--- src/rtl/display_annot_pkg.sv ---
// rtl/display_annot_pkg.sv - shared packet codes, sequencer states and payload sizing
// Imported by the scheduler, its source mux and the annotator so all agree on type codes.
package display_annot_pkg;

    localparam int CNT_W = 22;

    localparam logic [2:0] PKT_IMAGE = 3'd1;
    localparam logic [2:0] PKT_BBOX  = 3'd2;
    localparam logic [2:0] PKT_LOGO  = 3'd3;

    typedef enum logic [2:0] {
        ST_IDLE    = 3'd0,
        ST_SEL     = 3'd1,
        ST_HDR     = 3'd2,
        ST_PAYLOAD = 3'd3,
        ST_TRAILER = 3'd4
    } state_t;

    // Two pixels are packed per 64-bit word.
    function automatic int pixel_words(input int width, input int height);
        return (width * height) / 2;
    endfunction

endpackage

--- src/rtl/display_annot_src_mux.sv ---
// rtl/display_annot_src_mux.sv - combinational 3:1 valid/data/ready steering by packet type
// Ports: en (payload phase), sel (packet type), out_ready (downstream ready),
//        bbox/img/logo valid+data in and ready out, src_valid/src_data to the sequencer.
module display_annot_src_mux
    import display_annot_pkg::*;
(
    input  logic        en,
    input  logic [2:0]  sel,
    input  logic        out_ready,
    input  logic        bbox_valid,
    input  logic [63:0] bbox_data,
    output logic        bbox_ready,
    input  logic        img_valid,
    input  logic [63:0] img_data,
    output logic        img_ready,
    input  logic        logo_valid,
    input  logic [63:0] logo_data,
    output logic        logo_ready,
    output logic        src_valid,
    output logic [63:0] src_data
);

    // Unselected sources, and every source outside the payload phase, see ready=0.
    always_comb begin
        src_valid  = 1'b0;
        src_data   = '0;
        bbox_ready = 1'b0;
        img_ready  = 1'b0;
        logo_ready = 1'b0;
        if (en) begin
            case (sel)
                PKT_BBOX: begin
                    src_valid  = bbox_valid;
                    src_data   = bbox_data;
                    bbox_ready = out_ready;
                end
                PKT_IMAGE: begin
                    src_valid = img_valid;
                    src_data  = img_data;
                    img_ready = out_ready;
                end
                PKT_LOGO: begin
                    src_valid  = logo_valid;
                    src_data   = logo_data;
                    logo_ready = out_ready;
                end
                default: ;
            endcase
        end
    end

endmodule

--- src/rtl/display_annot_scheduler.sv ---
// rtl/display_annot_scheduler.sv - per-frame BBOX/IMAGE/LOGO packet sequencer for the annotator
// Ports: clk, rst (sync, active-high); frame_start, logo_en, bbox_upd control inputs;
//        bbox/img/logo valid/data/ready sources; out_valid/out_data/out_last/out_ready stream;
//        busy (sequence active), overrun (frame_start dropped this cycle).
module display_annot_scheduler
    import display_annot_pkg::*;
#(
    parameter int FRAME_WIDTH  = 540,
    parameter int FRAME_HEIGHT = 540,
    parameter int MAX_BBOX     = 16,
    parameter int LOGO_WIDTH   = 540,
    parameter int LOGO_HEIGHT  = 100
) (
    input  logic        clk,
    input  logic        rst,
    input  logic        frame_start,
    input  logic        logo_en,
    input  logic        bbox_upd,
    input  logic        bbox_valid,
    input  logic [63:0] bbox_data,
    output logic        bbox_ready,
    input  logic        img_valid,
    input  logic [63:0] img_data,
    output logic        img_ready,
    input  logic        logo_valid,
    input  logic [63:0] logo_data,
    output logic        logo_ready,
    output logic        out_valid,
    output logic [63:0] out_data,
    output logic        out_last,
    input  logic        out_ready,
    output logic        busy,
    output logic        overrun
);

    localparam int IMG_CNT  = pixel_words(FRAME_WIDTH, FRAME_HEIGHT);
    localparam int BBOX_CNT = MAX_BBOX;
    localparam int LOGO_CNT = pixel_words(LOGO_WIDTH, LOGO_HEIGHT);

    if (IMG_CNT >= (1 << CNT_W) || BBOX_CNT >= (1 << CNT_W) || LOGO_CNT >= (1 << CNT_W) ||
        IMG_CNT < 1 || BBOX_CNT < 1 || LOGO_CNT < 1) begin : g_bad_count
        $error("display_annot_scheduler: payload count does not fit the beat counter");
    end

    localparam logic [CNT_W-1:0] IMG_LAST  = CNT_W'(IMG_CNT - 1);
    localparam logic [CNT_W-1:0] BBOX_LAST = CNT_W'(BBOX_CNT - 1);
    localparam logic [CNT_W-1:0] LOGO_LAST = CNT_W'(LOGO_CNT - 1);

    state_t           state_q, state_d;
    logic [2:0]       sel_q, sel_d;
    logic [CNT_W-1:0] cnt_q, cnt_d;
    logic             bbox_pend_q, bbox_pend_d;
    logic             logo_q, logo_d;
    logic [CNT_W-1:0] last_idx;
    logic             mux_en;
    logic             src_valid;
    logic [63:0]      src_data;

    assign mux_en  = (state_q == ST_PAYLOAD);
    assign busy    = (state_q != ST_IDLE);
    assign overrun = frame_start && busy;

    display_annot_src_mux u_src_mux (
        .en         (mux_en),
        .sel        (sel_q),
        .out_ready  (out_ready),
        .bbox_valid (bbox_valid),
        .bbox_data  (bbox_data),
        .bbox_ready (bbox_ready),
        .img_valid  (img_valid),
        .img_data   (img_data),
        .img_ready  (img_ready),
        .logo_valid (logo_valid),
        .logo_data  (logo_data),
        .logo_ready (logo_ready),
        .src_valid  (src_valid),
        .src_data   (src_data)
    );

    always_comb begin
        case (sel_q)
            PKT_BBOX: last_idx = BBOX_LAST;
            PKT_LOGO: last_idx = LOGO_LAST;
            default:  last_idx = IMG_LAST;
        endcase
    end

    always_ff @(posedge clk) begin
        if (rst) begin
            state_q     <= ST_IDLE;
            sel_q       <= PKT_IMAGE;
            cnt_q       <= '0;
            bbox_pend_q <= 1'b0;
            logo_q      <= 1'b0;
        end else begin
            state_q     <= state_d;
            sel_q       <= sel_d;
            cnt_q       <= cnt_d;
            bbox_pend_q <= bbox_pend_d;
            logo_q      <= logo_d;
        end
    end

    always_comb begin
        state_d     = state_q;
        sel_d       = sel_q;
        cnt_d       = cnt_q;
        bbox_pend_d = bbox_pend_q || bbox_upd;
        logo_d      = logo_q;
        out_valid   = 1'b0;
        out_data    = '0;
        out_last    = 1'b0;
        case (state_q)
            ST_IDLE: begin
                if (frame_start) begin
                    state_d = ST_SEL;
                    logo_d  = logo_en;
                    sel_d   = bbox_pend_q ? PKT_BBOX : PKT_IMAGE;
                end
            end
            ST_SEL: state_d = ST_HDR;
            ST_HDR: begin
                out_valid = 1'b1;
                out_data  = {61'b0, sel_q};
                if (out_ready) begin
                    state_d = ST_PAYLOAD;
                    cnt_d   = '0;
                    // A bbox_upd landing on this very cycle stays pending for the next frame.
                    if (sel_q == PKT_BBOX) bbox_pend_d = bbox_upd;
                end
            end
            ST_PAYLOAD: begin
                out_valid = src_valid;
                out_data  = src_data;
                if (src_valid && out_ready) begin
                    cnt_d = cnt_q + CNT_W'(1);
                    if (cnt_q == last_idx) state_d = ST_TRAILER;
                end
            end
            ST_TRAILER: begin
                out_valid = 1'b1;
                out_last  = 1'b1;
                if (out_ready) begin
                    case (sel_q)
                        PKT_BBOX: begin
                            sel_d   = PKT_IMAGE;
                            state_d = ST_HDR;
                        end
                        PKT_IMAGE: begin
                            if (logo_q) begin
                                sel_d   = PKT_LOGO;
                                state_d = ST_HDR;
                            end else begin
                                state_d = ST_IDLE;
                            end
                        end
                        default: state_d = ST_IDLE;
                    endcase
                end
            end
            default: state_d = ST_IDLE;
        endcase
    end

endmodule

--- config.mk ---
export PLATFORM = sky130hd
export DESIGN_NAME = display_annot_scheduler
export DESIGN_NICKNAME = d
export VERILOG_FILES = /design/src/rtl/display_annot_pkg.sv /design/src/rtl/display_annot_src_mux.sv /design/src/rtl/display_annot_scheduler.sv
export SDC_FILE = /design/constraint.sdc
export NUM_CORES = 1
export LEC_CHECK = 0
export CAP_MARGIN = 5
export CORE_AREA = 3 3 106 108
export CTS_CLUSTER_SIZE = 10
export DETAILED_ROUTE_END_ITERATION = 8
export DIE_AREA = 0 0 109 111
export MAX_ROUTING_LAYER = met4
export PLACE_DENSITY_LB_ADDON = 0.12
export SETUP_SLACK_MARGIN = 0.15
export SLEW_MARGIN = 10
export SYNTH_ARGS = -nofsm -noshare
export SYNTH_HDL_FRONTEND = slang
export SYNTH_SLANG_ARGS = --single-unit
--- constraint.sdc ---
create_clock -name clk -period 2.35 [get_ports clk]
set_input_delay 0.47 -clock clk [delete_from_list [all_inputs] [get_ports clk]]
set_output_delay 0.47 -clock clk [all_outputs]
set_load 0.005 [all_outputs]
Yosys cells after proc, flatten, opt, wreduce, memory -nomap -nowiden
Cells that the tools add are included.

word-level totals
  bits in registers = 30
  output and inout bits = 71
  logic and storage cells = 66

operators by class
  reduce and logical (&&, ||, !) cells = 12
  mux-type cells = 33
  add/subtract/negate cells = 1
  eq/ne operators = 15

operator list
  operator               number
  $pmux 64 s3            1
  $pmux 64 s2            1
  $mux 22                2
  $pmux 22 s2            1
  $pmux 18 s2            1
  $mux 3                 8
  $add 22x1->22 const B  1
  $eq 22x22->1           1
  $pmux 3 s5             1
  $eq 3x2->1 const B     4
  $pmux 3 s2             2
  $mux 1                 11
  $reduce_and 5->1       2
  $eq 3x1->1 const B     2
  $ne 2x2->1 const B     3
  $mux 2                 2
  $ne 2x1->1 const B     2
  $pmux 2 s2             1
  $reduce_bool 2->1      2
  $eq 3x3->1 const B     1
  $logic_not 3->1        1
  $ne 3x2->1 const B     1
  $ne 3x3->1 const B     1
  $pmux 1 s3             1
  7 further kinds        8

Longest topological paths before layout
  depth in word-level cells = 6
  depth in mapped cells = 8
  depth with buffers taken out = 7

Cells and area by module
A second synthesis with hierarchy kept.

unflattened totals
  cell total of the unflattened synthesis = 517
  area total of the unflattened synthesis = 4,018.9 um^2

modules (own cells, without submodules)
  module                   area each (um^2)  cells each  times used
  display_annot_scheduler  2,249.7           278         1
  display_annot_src_mux    1,769.2           239         1

Worst setup path after synthesis
No wires, ideal clock.

  kind = register to output
  start point = register sel_q[1]
  end point = output out_data[11]
  cell stages (with the launch flop) = 7
  required time = 1.880 ns
  path buffers = 2
  data arrival time = 1.475 ns
  path slack = 0.405 ns
  path through = dfxtp_1 > inv_1 > ha_1 > clkbuf_1 > clkbuf_1 > a222oi_1 > nor2_1

on the way
  cells in the longest elaborated chain, start to end = 3
  elaborated cells between the ends (all ways) = 5
  classes of those cells = 3 x eq/ne; 2 x mux

ends and longest elaborated chain
  element                                   RTL line                        RTL
  from (decl)                               display_annot_scheduler.sv:50   logic [2:0] sel_q, sel_d;
  from (signal assigned)                    display_annot_scheduler.sv:97   sel_q <= sel_d;
  $eq 3x2->1 or $eq 3x1->1 (tied branches)  display_annot_src_mux.sv:31     case (sel)
  $pmux 64 s3 *                             display_annot_src_mux.sv:31
  $pmux 64 s2 *                             display_annot_scheduler.sv:113  case (state_q)
  to (decl)                                 display_annot_scheduler.sv:29   output logic [63:0] out_data,

Every way passes the cells marked *; elsewhere a longest branch is shown, timed or not.

Final worst setup path
  start point = register sel_q[1]
  end point = output out_data[34]

Same word-level chain as after synthesis.

==> flow_summary.yaml <==
power_and_ir_drop:
  irDropWorstVdd_mv: 0.177
  power_density_nw_per_um2: 355
  clockPowerShare_pct: 20.1
  p_seq_share_pct: 23.0
  power.switching_mw: 0.679
  leakage_nw: 2.68
  p_int_mw: 1.56
  switching_share_pct: 30.3
  p_comb_share_pct: 56.9
floorplan:
  start_util_pct: 26.4
  fp.coreArea_um2: 10300
  fp.dieW_um: 109
  die_h_um: 111
  io_pins: 272
  die_area_um2: 12100
  row_count: 37
routing:
  ant_nets: 0
  routed_wl_um: 17200
  drtPass1Iterations: 7
  drtIter0Drc: 525
  vias: 4453
  viasPerCell: 5.53
  wl_per_cell_um: 21.3
  drcViolationCount: 0
worst_setup_path:
  required_ps: 1880
  cp-end-kind: "output port"
  crit_type: "register to output port"
  slowest_stage: "a222oi_1"
  critPathMaxStageDelay_ps: 460
  r2r_cells: 11
  crit_chain: "inv_4 -> ha_4 -> buf_12 -> buf_16 -> a222oi_1 -> nor2_1 -> buf_2"
  critical_path.startpoint_type: "register"
  worstPathArrival_ps: 1910
  cp_max_fo: 6
grt:
  antenna_found_initial: 0
  grt_pass1_vias: 4361
  grt_usage_pct: 27.6
  grt_pass1_wl_um: 25100
  overflow: 0
  grt_max_degree: 26
finish:
  final_cell_mix: "201 x clkdlybuf4s50_1, 88 x nor2_1, 65 x a222oi_1, 57 x buf_2, 31 x buf_4"
  nets: 875
  num_antenna_cells: 0
  final_common_cell: "clkdlybuf4s50_1"
  area_growth_pct: 132
  drive_gt1_share_pct: 25.9
  nFillCells: 929
timing:
  setup_tns_ps: -112
  timing.final.crit_share_pct: 101
  drv_slew: 0
  max_freq_mhz: 420
  rsz0062_at_grt: "true"
  worst_slew_margin_rel_pct: 60.6
  setup_ws_ps: -32.4
  holdWs_ps: 494
  hold_viol: 0
  period_needed_ps: 2380
  setup-violations-final: 6
  clock_skew_ps: 5.73
  tightest_slew_ps: 589
clocking:
  cts_buffer_depth: 2
  htree_levels: 2
  cts.clk_slew.worst_paths_ps: 60
  hold_buffers: 0
  cts_buffers: 5
  cts_tree: "done"
  clock_sinks: 29
  clock_latency_ps: 280
  cts_root_buf: "clkbuf_8"
logic_synthesis:
  ys_async_sr_fraction_pct: 0
  ys.flop_type: "dfxtp_1"
  ys_seq_area_share_pct: 21.3
  synth_edf_count: 0
  yosysWarnings: 0
  ys_types: 48
  synth_area_um2: 2730
  synth-seq-cells: 29
  synth_area_per_cell_um2: 7.49
  synth_cells: 364
  syn_nets: 571
placed_design:
  post-dp-hpwl_um: 13300
  gp_congestion: 0.932
  port_buffers: 271
status:
  outcome: "complete, but fails checks"
  failed_checks: "setup timing"
worst_hold_path:
  hold_path.class: "register to register"
  hold_path_depth: 2
flow_run:
  maxCapViolations: 0
==> critical path, delay by kind of cell, from the launching register on <==
family	cells	cell delay [ps]
AOI/OAI and AO/OA	1	460
DFF	1	390
buffers and inverters	4	460
adders and majority gates	1	190
and+or+nand+nor	1	130
==> Yosys cell counts, types with 2 or more instances <==
cell,instances,area (µm²)
a21oi_1,8,40.0
a222oi_1,65,651
a311oi_1,2,17.5
and2_1,5,31.3
and3_1,6,37.5
and4_1,3,26.3
buf_2,4,20.0
clkbuf_1,31,116
dfxtp_1,29,581
ha_1,6,75.1
inv_1,6,22.5
mux2i_1,5,50.1
nand2_1,15,56.3
nand2b_1,2,12.5
nand3_1,8,40.0
nand4_1,8,50.1
nor2_1,95,357
nor3_1,6,30.0
nor3b_1,2,15.0
nor4_1,5,31.3
nor4_4,2,42.5
o21ai_0,2,10.0
o22ai_1,2,12.5
or2_2,2,12.5
or3_1,2,12.5
or4_1,2,15.0
xnor2_1,11,96.3
xor2_1,10,87.6
==> repair_timing <==
item	CTS	global route
pin swaps	90	73
setup buffers	9	6
endpoints found under the setup margin	81	91
gates resized for setup	293	47
cloned	5	4
==> power groups by stage <==
| stage | registers, mW | logic, mW | clock network [mW] |
|---|---|---|---|
| after floorplan | 0.521 | 0.406 | 0 |
| after global placement | 0.521 | 1.01 | 0 |
| after detailed placement | 0.521 | 1.02 | 0 |
| after CTS | 0.515 | 1.19 | 0.460 |
| after global routing | 0.517 | 1.35 | 0.489 |
| final | 0.516 | 1.28 | 0.450 |
==> sequential cells by signal (all words and copies together), names as in the netlist <==
register and cells:
logo_q 1, sel_q 2, state_q 3, bbox_pend_q 1, cnt_q 22
==> per-layer routing <==
| metal | GRT usage, % | vias to the layer above | wire length (µm) |
|---|---|---|---|
| li1 | - | 2051 | - |
| met1 | 34.1 | 2112 | 6760 |
| met2 | 44.5 | 264 | 8310 |
| met3 | 7.16 | 26 | 1710 |
| met4 | 6.99 | 0 | 403 |
| met5 | - | - | 0 |
==> final cells by class <==
cell class                 count  area (µm²)  share of cell area [%]
inverter                       6        27.5                   0.436
multi-input combinational    291        2170                    34.4
timing repair buffer         335        3260                    51.5
tap                          136         170                    2.69
clock inverter                 1        5.00                  0.0792
clock buffer                   7        96.3                    1.53
sequential                    29         588                    9.31
==> metrics by stage <==
step / utilization (%) / worst slack [ps] / instance area, µm² / cells / power (mW)
detailed placement: 56.8 / -127 / 5860 / 773 / 1.54
CTS: 59.9 / -36.6 / 6190 / 795 / 2.16
global route: 61.2 / -119 / 6320 / 805 / 2.36
finish: 61.2 / -32.4 / 6320 / 805 / 2.24
floorplan: - / 405 / 2730 / 364 / 0.926
global placement: 56.8 / -130 / 5860 / 773 / 1.53
==> path summary, 6_finish.rpt <==
kind	slack (ps)	from	end
setup reg to reg	-30	sel_q[1]$_SDFFE_PP0P_	cnt_q[17]$_SDFFE_PP0P_
hold / removal	490	bbox_pend_q$_SDFF_PP0_	bbox_pend_q$_SDFF_PP0_
hold reg to reg	490	bbox_pend_q$_SDFF_PP0_	bbox_pend_q$_SDFF_PP0_
setup / recovery	-30	sel_q[1]$_SDFFE_PP0P_	out_data[34]
==> cell families after synthesis <==
group                    share of synthesized area, %
XOR/XNOR                                         6.75
multiplexers                                     1.84
AND/OR/NAND/NOR                                  31.4
AO/OA/AOI/OAI                                    29.3
buffers and inverters                            6.65
flip-flops                                       21.3
adder cells (fa/ha/maj)                          2.75
(Power assumes the default switching activity.)
